<file path="src/rtl/spi_cmd_executor.sv">
// SPI command executor: shadow bank of channel words, serial shift-out
// to daisy-chained driver ICs with latch pulse, and frame error counting.
module spi_cmd_executor #(
  parameter int         NUM_CH      = 16,
  parameter int         DATA_W      = 16,
  parameter int         CLK_DIV     = 4,
  parameter logic [2:0] WR_OPCODE   = 3'b001,
  parameter logic [2:0] LOAD_OPCODE = 3'b010
) (
  input  logic        clk,
  input  logic        rst,
  input  logic [23:0] spi_data,
  input  logic        spi_listener_interrupt,
  output logic        ser_sdo,
  output logic        ser_sclk,
  output logic        ser_le,
  output logic        busy,
  output logic        load_done,
  output logic [7:0]  frame_err_cnt
);

  localparam int NBITS = NUM_CH * DATA_W;
  localparam int BW    = $clog2(NBITS + 1);
  localparam int DW    = $clog2(CLK_DIV + 1);

  localparam logic [BW-1:0] BITS_ALL = BW'(NBITS);
  localparam logic [BW-1:0] BIT_ONE  = BW'(1);
  localparam logic [DW-1:0] DIV_LAST = DW'(CLK_DIV - 1);
  localparam logic [DW-1:0] DIV_ONE  = DW'(1);

  typedef enum logic [2:0] {
    S_IDLE,
    S_LO,
    S_HI,
    S_LATCH,
    S_DONE
  } state_e;

  state_e            state_q, state_d;
  logic [DW-1:0]     div_q, div_d;
  logic [BW-1:0]     bit_q, bit_d;
  logic [NBITS-1:0]  sr_q, sr_d;
  logic [NBITS-1:0]  bank;
  logic              pending_q, pending_d;
  logic [7:0]        err_q, err_d;
  logic [DATA_W-1:0] shadow_q [NUM_CH];
  logic [DATA_W-1:0] shadow_d [NUM_CH];

  logic [2:0]  op;
  logic [4:0]  addr;
  logic [15:0] pl;
  logic        is_wr, is_load, addr_ok, bad;
  logic        start, consume, div_last;

  assign op      = spi_data[23:21];
  assign addr    = spi_data[20:16];
  assign pl      = spi_data[15:0];
  assign is_wr   = spi_listener_interrupt && (op == WR_OPCODE);
  assign is_load = spi_listener_interrupt && (op == LOAD_OPCODE);
  assign addr_ok = addr < 5'(NUM_CH);
  assign bad     = spi_listener_interrupt &&
                   ((op == WR_OPCODE && !addr_ok) ||
                    (op != WR_OPCODE && op != LOAD_OPCODE &&
                     op != 3'b000));
  assign div_last = (div_q == DIV_LAST);

  // Channel NUM_CH-1 sits at the top so it leaves the chain first
  always_comb begin
    bank = '0;
    for (int c = 0; c < NUM_CH; c++)
      bank[c*DATA_W +: DATA_W] = shadow_q[c];
  end

  always_comb begin
    shadow_d = shadow_q;
    for (int c = 0; c < NUM_CH; c++)
      if (is_wr && addr == 5'(c))
        shadow_d[c] = DATA_W'(pl);
    err_d = (bad && err_q != 8'hFF) ? err_q + 8'd1 : err_q;
  end

  always_comb begin
    state_d   = state_q;
    div_d     = div_q;
    bit_d     = bit_q;
    sr_d      = sr_q;
    pending_d = pending_q;
    start     = 1'b0;
    consume   = 1'b0;
    unique case (state_q)
      S_IDLE: begin
        start   = is_load || pending_q;
        consume = pending_q;
      end
      S_LO: begin
        div_d = div_q + DIV_ONE;
        if (div_last) begin
          div_d   = '0;
          state_d = S_HI;
        end
      end
      S_HI: begin
        div_d = div_q + DIV_ONE;
        if (div_last) begin
          div_d   = '0;
          sr_d    = {sr_q[NBITS-2:0], 1'b0};
          bit_d   = bit_q - BIT_ONE;
          state_d = (bit_q == BIT_ONE) ? S_LATCH : S_LO;
        end
      end
      S_LATCH: begin
        div_d = div_q + DIV_ONE;
        if (div_last) begin
          div_d   = '0;
          state_d = S_DONE;
        end
      end
      S_DONE: begin
        start   = pending_q;
        consume = pending_q;
        state_d = S_IDLE;
      end
      default: state_d = S_IDLE;
    endcase
    if (start) begin
      sr_d    = bank;
      bit_d   = BITS_ALL;
      div_d   = '0;
      state_d = S_LO;
    end
    // A LOAD that coincides with pending being consumed is merged
    if (consume)
      pending_d = 1'b0;
    else if (is_load && state_q != S_IDLE)
      pending_d = 1'b1;
  end

  always_ff @(posedge clk or posedge rst) begin
    if (rst) begin
      state_q   <= S_IDLE;
      div_q     <= '0;
      bit_q     <= '0;
      sr_q      <= '0;
      pending_q <= 1'b0;
      err_q     <= '0;
      for (int c = 0; c < NUM_CH; c++)
        shadow_q[c] <= '0;
    end else begin
      state_q   <= state_d;
      div_q     <= div_d;
      bit_q     <= bit_d;
      sr_q      <= sr_d;
      pending_q <= pending_d;
      err_q     <= err_d;
      shadow_q  <= shadow_d;
    end
  end

  assign ser_sclk      = (state_q == S_HI);
  assign ser_le        = (state_q == S_LATCH);
  assign load_done     = (state_q == S_DONE);
  assign ser_sdo       = (state_q == S_LO || state_q == S_HI) &&
                         sr_q[NBITS-1];
  assign busy          = (state_q != S_IDLE) || pending_q;
  assign frame_err_cnt = err_q;

endmodule

</file>
<file path="config.mk">
export PLATFORM = sky130hd
export DESIGN_NAME = spi_cmd_executor
export DESIGN_NICKNAME = d
export VERILOG_FILES = /design/src/rtl/spi_cmd_executor.sv
export SDC_FILE = /design/constraint.sdc
export NUM_CORES = 1
export LEC_CHECK = 0
export ABC_AREA = 1
export BUFFER_PORTS_ARGS = -buffer_cell sky130_fd_sc_hd__clkbuf_2
export CAP_MARGIN = 25
export CORE_MARGIN = 2
export CORE_UTILIZATION = 60
export DETAILED_ROUTE_END_ITERATION = 8
export PLACE_DENSITY = 0.8
export SYNTH_ARGS = -nofsm -noshare
export SYNTH_HDL_FRONTEND = slang
export SYNTH_SLANG_ARGS = --single-unit
</file>
<file path="constraint.sdc">
create_clock -name clk -period 23.8 [get_ports clk]
set_clock_uncertainty 0.15 [all_clocks]
set_input_delay 1.19 -clock clk [delete_from_list [all_inputs] [get_ports clk]]
set_output_delay 1.19 -clock clk [all_outputs]
set_load 0.02 [all_outputs]
</file>
# Word level (Yosys, flattened, before mapping)
# Cells that the tools add are included.
# op_classes
add_sub_neg	3
magnitude_cmp	1
eq_ne	30
mux	19
n_reduce_logical	42
# ops
operator	count
$mux W256	3
$eq A5 B4 Y1 const B	8
$mux W9	3
$logic_and A1 B1 Y1	25
$mux W3	7
$eq A5 B3 Y1 const B	4
$eq A3 B2 Y1 const B	4
$pmux W3 S4	1
$eq A5 B2 Y1 const B	2
$eq A9 B1 Y1 const B	1
$ne A3 B1 Y1 const B	3
$sub A9 B1 Y9 const B	1
$add A8 B1 Y8 const B	1
$ne A8 B8 Y1 const B	1
$reduce_bool A2 Y1	4
$eq A3 B1 Y1 const B	2
$reduce_bool A3 Y1	2
$eq A5 B1 Y1 const B	1
$logic_not A5 Y1	1
$lt A5 B5 Y1 const B	1
$logic_or A1 B1 Y1	4
$reduce_and A4 Y1	1
$add A3 B1 Y3 const B	1
$eq A3 B3 Y1 const B	1
other kinds (11)	13
# word_totals
regBits	536
in_bits	27
output_inout_bits	13
elab_cells	117

# Depth between registers and ports, before layout
# Gate-level depths: netlist (run 1).
# logic_depth
ltp_word	6
mapped_depth	12

# Least setup slack after synthesis (run 1)
# Ideal clock, no wire load.
# synth_timing
path_type	register to output
start	reg state_q[2]
end	out ser_sdo
arrival_ns	1.554
required_ns	22.460
path_slack_ns	20.906
path_stages_with_launch	4
cell_sequence	dfrtp_1 > nor3_2 > inv_2 > a21boi_0
# synth_between
elab_chain_cells	3
# synth_rtl
item	line	text
start: declaration	39	state_e state_q, state_d;
start signal: assignment	149	state_q <= state_d;
$eq A3 B2 Y1	-	
via ser_sclk	15	output logic ser_sclk,
$logic_or A1 B1 Y1	162	assign ser_sdo = (state_q == S_LO || state_q == S_HI) &&
$logic_and A1 B1 Y1	162	
end: declaration	14	output logic ser_sdo,
# The timed path passes the listed nets, and every way through them passes these cells.

# Final worst setup path (run 1)
# layout_timing
start	in spi_data[23]
end	reg sr_q[25]
# layout_between
elab_chain_cells	6
# layout_rtl
item	line	text
start: declaration	12	input logic [23:0] spi_data,
$eq A3 B2 Y1 (*)	59	assign is_load = spi_listener_interrupt && (op == LOAD_OPCODE);
$logic_and A1 B1 Y1 (*)	59	
$logic_or A1 B1 Y1 (*)	92	start = is_load || pending_q;
$pmux W1 S2 (*)	90	unique case (state_q)
$reduce_bool A2 Y1 (no source line)	-	
$reduce_and A2 Y1 (no source line)	-	
end signal: assignment	152	sr_q <= sr_d;
end: declaration	42	logic [NBITS-1:0] sr_q, sr_d;
# Mark *: on every way between the ends. The rest lies on a longest branch, timed or not.
# A chain may end at the register's enable or synchronous reset.

==> results of run 1 <==
==> final cells by class <==
class | instances | area [µm²]
Fill cell | 3107 | 13000
Inverter | 51 | 206
Timing Repair Buffer | 78 | 683
Clock buffer | 87 | 1660
Antenna cell | 1 | 2.50
Clock inverter | 10 | 104
Sequential cell | 536 | 13400
Multi-Input combinational cell | 2231 | 9250
Tap cell | 518 | 648
==> cell usage after synthesis, drive strengths merged <==
library cell	count	area share
nand3	267	0.056
buf	102	0.025
inv	51	0.0080
nor4	1	0.00026
nor2	28	0.0045
dfrtp	536	0.56
nor3b	1	0.00032
xnor2	4	0.0015
nand4	11	0.0029
mux2i	1	0.00042
xor2	5	0.0018
o21ai	264	0.056
a21oi	3	0.00079
clkbuf	106	0.017
nor3	9	0.0021
ha	4	0.0021
nand2	1630	0.26
o21bai	1	0.00032
a211oi	1	0.00032
a21boi	1	0.00032
==> placed cells by master, fill, tap and decap left out, drive strengths merged <==
| master | Yosys | layout |
|---|---|---|
| a211oi | 1 | 1 |
| a21boi | 1 | 1 |
| a21oi | 3 | 3 |
| buf | 102 | 39 |
| bufinv | 0 | 2 |
| clkbuf | 106 | 126 |
| clkinv | 0 | 7 |
| dfrtp | 536 | 536 |
| diode | 0 | 1 |
| ha | 4 | 4 |
| inv | 51 | 52 |
| mux2i | 1 | 1 |
| nand2 | 1630 | 1630 |
| nand3 | 267 | 267 |
| nand4 | 11 | 11 |
| nor2 | 28 | 28 |
| nor3 | 9 | 9 |
| nor3b | 1 | 1 |
| nor4 | 1 | 1 |
| o21ai | 264 | 264 |
| o21bai | 1 | 1 |
| xnor2 | 4 | 4 |
| xor2 | 5 | 5 |
==> how the worst min path moves through the flow <==
| stage | endpoint | slack [ns] | depth (start not counted) |
|---|---|---|---|
| 6_report | sr_q[240] | 0.33 | 2 |
| 5_1_grt | bank[173] | 0.35 | 2 |
| 4_1_cts | sr_q[39] | 0.33 | 2 |
| 3_5_place_dp | sr_q[236] | 0.32 | 2 |
| 3_3_place_gp | sr_q[208] | 0.31 | 2 |
| 2_1_floorplan | sr_q[255] | 0.29 | 2 |
==> metal layers <==
| metal | share of wire | track usage | wire [µm] |
|---|---|---|---|
| met4 | 0.022 | 0.0879 | 1320 |
| met1 | 0.43 | 0.420 | 25900 |
| met3 | 0.081 | 0.0471 | 4860 |
| met5 | 0 | 0 | 0 |
| met2 | 0.47 | 0.484 | 28100 |
==> power by group through the flow <==
| stage | sequential [W] | combinational (W) | clock (W) |
|---|---|---|---|
| global placement | 0.00123 | 0.000744 | 0 |
| detailed placement | 0.00124 | 0.000771 | 0 |
| CTS | 0.00123 | 0.000776 | 0.000856 |
| global route | 0.00125 | 0.000883 | 0.000896 |
| floorplan | 0.00121 | 0.000630 | 0 |
| finish | 0.00123 | 0.000788 | 0.000851 |
==> logic make-up after synthesis <==
kind of cell	after synthesis	synth area share
AO/OA/AOI/OAI	270	0.0573
XOR/XNOR	9	0.00331
adder cells (fa/ha/maj)	4	0.00210
buffers and inverters	259	0.0498
flip-flops	536	0.564
multiplexers	1	0.000421
AND/OR/NAND/NOR	1947	0.324
==> per-stage QoR <==
stage | util | total power [W] | instance area (µm²) | setup slack [ns] | hold slack, ns
3_5_place_dp | 0.617 | 0.00201 | 24000 | 17.55 | 0.316
6_report | 0.667 | 0.00287 | 26000 | 18.12 | 0.331
4_1_cts | 0.663 | 0.00286 | 25800 | 18.10 | 0.332
5_1_grt | 0.667 | 0.00303 | 26000 | 17.70 | 0.351
2_1_floorplan | - | 0.00184 | 23800 | 7.48 | 0.292
3_3_place_gp | 0.614 | 0.00198 | 23900 | 17.62 | 0.312
==> critical path, stage by stage <==
cell      delay [ns]
clkbuf_2        0.08
inv_1           0.04
nand2_1         0.07
nor2_1          0.10
nand2_8         0.50
nand2_8         0.59
a21oi_4         0.56
buf_4           0.74
buf_4           0.84
buf_4           0.95
nand2_1         0.14
nand2_1         0.11
==> state kept, by name, summed over array words and instances (netlist names) <==
register / flops
sr_q: 256
bit_q: 9
frame_err_cnt: 8
bank: 256
div_q: 3
state_q: 3
pending_q: 1
==> impl_metrics.json, run 1 <==
{
  "io_pins": 40,
  "max_freq_mhz": 176,
  "drt_iter0_markers": 2514,
  "leakagePower_nw": 14.2,
  "cts_tree": "built",
  "vdd_ir_drop_max_mv": 0.0783,
  "power.switching_w": 0.00104,
  "ctsHtreeMaxLevel": 2,
  "die_width_um": 203,
  "clock_sinks": 536,
  "final_cells": 3512,
  "hp-start": "sr_q[240]",
  "max-slew-margin-rel": 0.232,
  "numPortBuffers": 39,
  "clock_power_share": 0.296,
  "cts.root.buffer_cell": "clkbuf_16",
  "status": "finished, final reports clean",
  "critPathArrivalTime_ns": 6.07,
  "p_sw_frac": 0.364,
  "dieArea_um2": 41300,
  "initial_core_util": 0.612,
  "ant_nets": 0,
  "crit_path_end": "sr_q[25]",
  "wl_per_cell_um": 17.1,
  "hold_viol_final": 0,
  "grt_pass1_vias": 19502,
  "p_per_area_nw_per_um2": 111,
  "final.period_utilization": 0.239,
  "grt_first_pass_wirelength_um": 99800,
  "grt-ovfl-total": 0,
  "numCtsBuffers": 54,
  "path_max_fanout": 107,
  "drv_cap": 0,
  "endpoint_kind": "flop",
  "setup-violations-final": 0,
  "r2r-start": "state_q[0]",
  "coreArea_um2": 38900,
  "ys_warn_count": 0,
  "cp.required_ns": 24.18,
  "clkLatencyLatePin_ns": 0.61,
  "worstSetupStartpointType": "primary input",
  "r2r-end": "sr_q[25]",
  "cts.clk_slew.worst_paths_ns": 0.06,
  "syn2layout_area_growth_pct": 9.08,
  "antenna_found_initial": 1,
  "r2r_slack_ns": 18.13,
  "ctsResizeCount": 0,
  "intPower_w": 0.00183,
  "reg2regPathDepth": 11,
  "track_usage": 0.298,
  "avgSynthCellArea_um2": 7.86,
  "drive_above_1_share": 0.0571,
  "p_seq_frac": 0.429,
  "min_period_ns": 5.68,
  "die-height_um": 203,
  "routed_wl_um": 60100,
  "drc": 0,
  "viasPerCell": 5.69,
  "synth_cells": 3026,
  "fin_nets": 2983,
  "setup_tns_ns": 0,
  "netlist_area_um2": 23800,
  "rsz0062_at_grt": "no",
  "drv_slew": 0,
  "hpwl_um": 32600,
  "crit_start": "spi_data[23]",
  "dp_cells": 3407,
  "worst_pin_slew_ns": 1.15,
  "gp_congestion": 0.813,
  "num_vias": 19985,
  "dr.pass1.iters": 5,
  "min_path_type": "flop to flop",
  "std_cell_rows": 72,
  "ys_ff_latch": 536,
  "synth_nets": 3057,
  "power_frac_comb": 0.274,
  "grt_max_degree": 165,
  "yosys.cell_types.count": 29,
  "cts_max_path_buffers": 3,
  "post_cts_buffers": 0,
  "hold_buffers": 0,
  "criticalPathCategory": "primary input to flop",
  "ys_seq_area_frac": 0.564
}
Power figures use the tool's default switching activity.
==> run 2, diff against run 1 <==
--- a/config.mk
+++ b/config.mk
@@ -5,7 +5,7 @@
 export SDC_FILE = /design/constraint.sdc
 export NUM_CORES = 1
 export LEC_CHECK = 0
-export ABC_AREA = 1
+export ABC_AREA = 0
 export BUFFER_PORTS_ARGS = -buffer_cell sky130_fd_sc_hd__clkbuf_2
 export CAP_MARGIN = 25
 export CORE_MARGIN = 2
==> constraint.sdc (replaced) <==
create_clock -name clk -period 5.6 [get_ports clk]
set_clock_uncertainty 0.15 [all_clocks]
set_input_delay 0.28 -clock clk [delete_from_list [all_inputs] [get_ports clk]]
set_output_delay 0.28 -clock clk [all_outputs]
set_load 0.02 [all_outputs]
==> impl_metrics.json, run 2 <==
{
  "synth_top_cells_by_area": "dfrtp_1 (58%), mux2_2 (13%), mux2i_1 (11%), o21ai_0 (11%), clkbuf_1 (1.3%)",
  "status": "finished, final reports clean",
  "fill_cells": 2720,
  "path_delay_family": "compound AO/OA/AOI/OAI gates",
  "ctsHtreeMaxLevel": 2,
  "ys_seq_area_frac": 0.581,
  "coreArea_um2": 37800,
  "die_width_um": 200,
  "final.period_utilization": 0.567,
  "setup-violations-final": 0,
  "clock_sinks": 536,
  "synth_nets": 1883,
  "ys_warn_count": 0,
  "grt_first_pass_wirelength_um": 82100,
  "ys_ff_latch": 536,
  "max_freq_mhz": 315,
  "max-slew-margin-rel": 0.105,
  "gp_congestion": 0.783,
  "avgSynthCellArea_um2": 12.5,
  "cp.required_ns": 5.88,
  "final_cell_mix": "dfrtp_1 (535), o21ai_0 (514), mux2i_1 (258), mux2_2 (257), clkbuf_16 (55)",
  "cts.root.buffer_cell": "clkbuf_16",
  "ant_nets": 0,
  "cts.clk_slew.worst_paths_ns": 0.06,
  "hpwl_um": 26400,
  "netlist_area_um2": 23100,
  "ys_async_sr_fraction": 1.00,
  "initial_core_util": 0.611,
  "drc": 0,
  "dieArea_um2": 40000,
  "dr.pass1.iters": 5,
  "drive_above_1_share": 0.224,
  "min_period_ns": 3.18,
  "synth_ff_type": "dfrtp_1",
  "p_per_area_nw_per_um2": 313,
  "min_path_type": "primary input to flop",
  "cts_max_path_buffers": 3,
  "worstSetupStartpointType": "flop",
  "num_vias": 14703,
  "critPathArrivalTime_ns": 3.46,
  "std_cell_rows": 71,
  "vdd_ir_drop_max_mv": 0.234,
  "cpPeakStageDelay_ns": 0.80,
  "wl_per_cell_um": 21.5,
  "criticalPathCategory": "flop to flop",
  "ys_top_cells_by_count": "dfrtp_1 (536), o21ai_0 (514), mux2i_1 (258)",
  "io_pins": 40,
  "yosys.cell_types.count": 50,
  "synth_top_cell_area_share": 0.581,
  "hold_viol_final": 0,
  "hold_ws_ns": 0.0490,
  "fin_nets": 1836,
  "path_buf_inv": 1,
  "worst_pin_slew_ns": 1.34,
  "r2r_slack_ns": 2.42,
  "drv_slew": 0,
  "syn2layout_area_growth_pct": 8.87,
  "grt-ovfl-total": 0,
  "path_max_fanout": 78,
  "drv_cap": 0,
  "leakagePower_nw": 12.9,
  "rsz0062_at_grt": "no",
  "synth_edf_count": 0,
  "cts_tree": "built",
  "grt_max_degree": 269,
  "viasPerCell": 6.25,
  "mostFrequentLayoutCell": "dfrtp_1",
  "yosysTopAreaCell": "dfrtp_1",
  "routed_wl_um": 50500,
  "slowest_stage": "a21o_2",
  "clkLatencyLatePin_ns": 0.59,
  "endpoint_kind": "flop",
  "numCtsBuffers": 53,
  "antenna-diode-count": 0,
  "synth_cells": 1852,
  "yosysMostFrequentCell": "dfrtp_1",
  "grt_pass1_vias": 15164,
  "track_usage": 0.255,
  "drt_iter0_markers": 1319,
  "antenna_found_initial": 2,
  "utilization": 0.665,
  "die-height_um": 200,
  "post_cts_buffers": 0,
  "path_cells": "nor3_1 > a21o_2 > buf_4 > mux2i_1 > o21ai_0",
  "numPortBuffers": 39
}
==> run 2: cell count changes after synthesis, moves of 9 or more <==
cell | before | now
o21ai_0 | 263 | 514
buf_6 | 12 | 3
buf_2 | 71 | 51
nand4_1 | 11 | 1
mux2i_1 | 1 | 258
nand3_1 | 267 | 4
mux2_2 | 0 | 257
nor2_1 | 27 | 17
clkbuf_2 | 0 | 19
clkbuf_1 | 106 | 80
inv_1 | 46 | 5
nand2_1 | 1628 | 14
==> run 2: layer usage <==
layer  GRT usage  vias up  wire, µm  share of wire
met5           0        -        11        0.00022
met4      0.0880        2      1380          0.027
met3      0.0501      100      2790          0.055
met2       0.408      394     24400           0.48
met1       0.351     7653     21900           0.43
li1            -     6554         -              -
==> run 2: worst paths after layout <==
check / startpoint / end / cells after the start
worst max-delay path: state_q[0] / sr_q[63] / 5
worst min-delay path: spi_listener_interrupt / frame_err_cnt[2] / 4
worst max register to register: state_q[0] / sr_q[63] / 5
worst min register to register: bank[255] / bank[255] / 1
max in group asynchronous: rst / bank[12] / 6
min in group asynchronous: rst / frame_err_cnt[4] / 4
==> run 2: cell families (layout without fill, tap and decap cells) <==
logic type,Yosys count,in the layout,synth area share
compound gates,537,537,0.119
flops,536,536,0.581
mux,515,515,0.237
buf+inv,163,151,0.0318
simple gates,89,89,0.0252
xor+xnor,8,8,0.00304
fa+ha+maj,4,4,0.00217
==> run 2: metrics by stage <==
stage	cell area [µm²]	total power, W	setup slack [ns]	TNS (ns)	std cells
after CTS	25100	0.00792	2.40	0	2349
after floorplan	23100	0.00437	-2.12	-1135.26	1852
after global placement	23400	0.00449	2.53	0	2258
after detailed placement	23400	0.00451	2.41	0	2258
after global routing	25100	0.00811	2.20	0	2351
final	25100	0.00785	2.42	0	2351
==> run 2: cell type report <==
class,count,area (µm²),area share
Sequential cell,536,13400,0.534
Multi-Input combinational cell,1153,8940,0.356
Clock buffer,79,1580,0.0628
Tap cell,511,639,0.0255
Timing Repair Buffer,56,428,0.0170
Clock inverter,11,93.8,0.00374
Inverter,5,22.5,0.000897
==> run 2: tightest hold or removal path: stages <==
cell      delay [ns]
clkbuf_2        0.12
o211ai_1        0.15
nor2_1          0.07
xor2_1          0.12
==> run 2: timing repair <==
action | 4_1_cts | 5_1_grt
resized for setup | 0 | 0
hold endpoints to repair | 37 | 1
hold buffers | 1 | 1
==> run 2: power breakdown <==
group	leakage, nW	switching [W]	total [W]	internal (W)
Clock	0.823	0.00144	0.00342	0.00198
Combinational	4.67	0.000235	0.000366	0.000131
Sequential	7.38	0.0000809	0.00407	0.00399
Total	12.9	0.00175	0.00785	0.00610
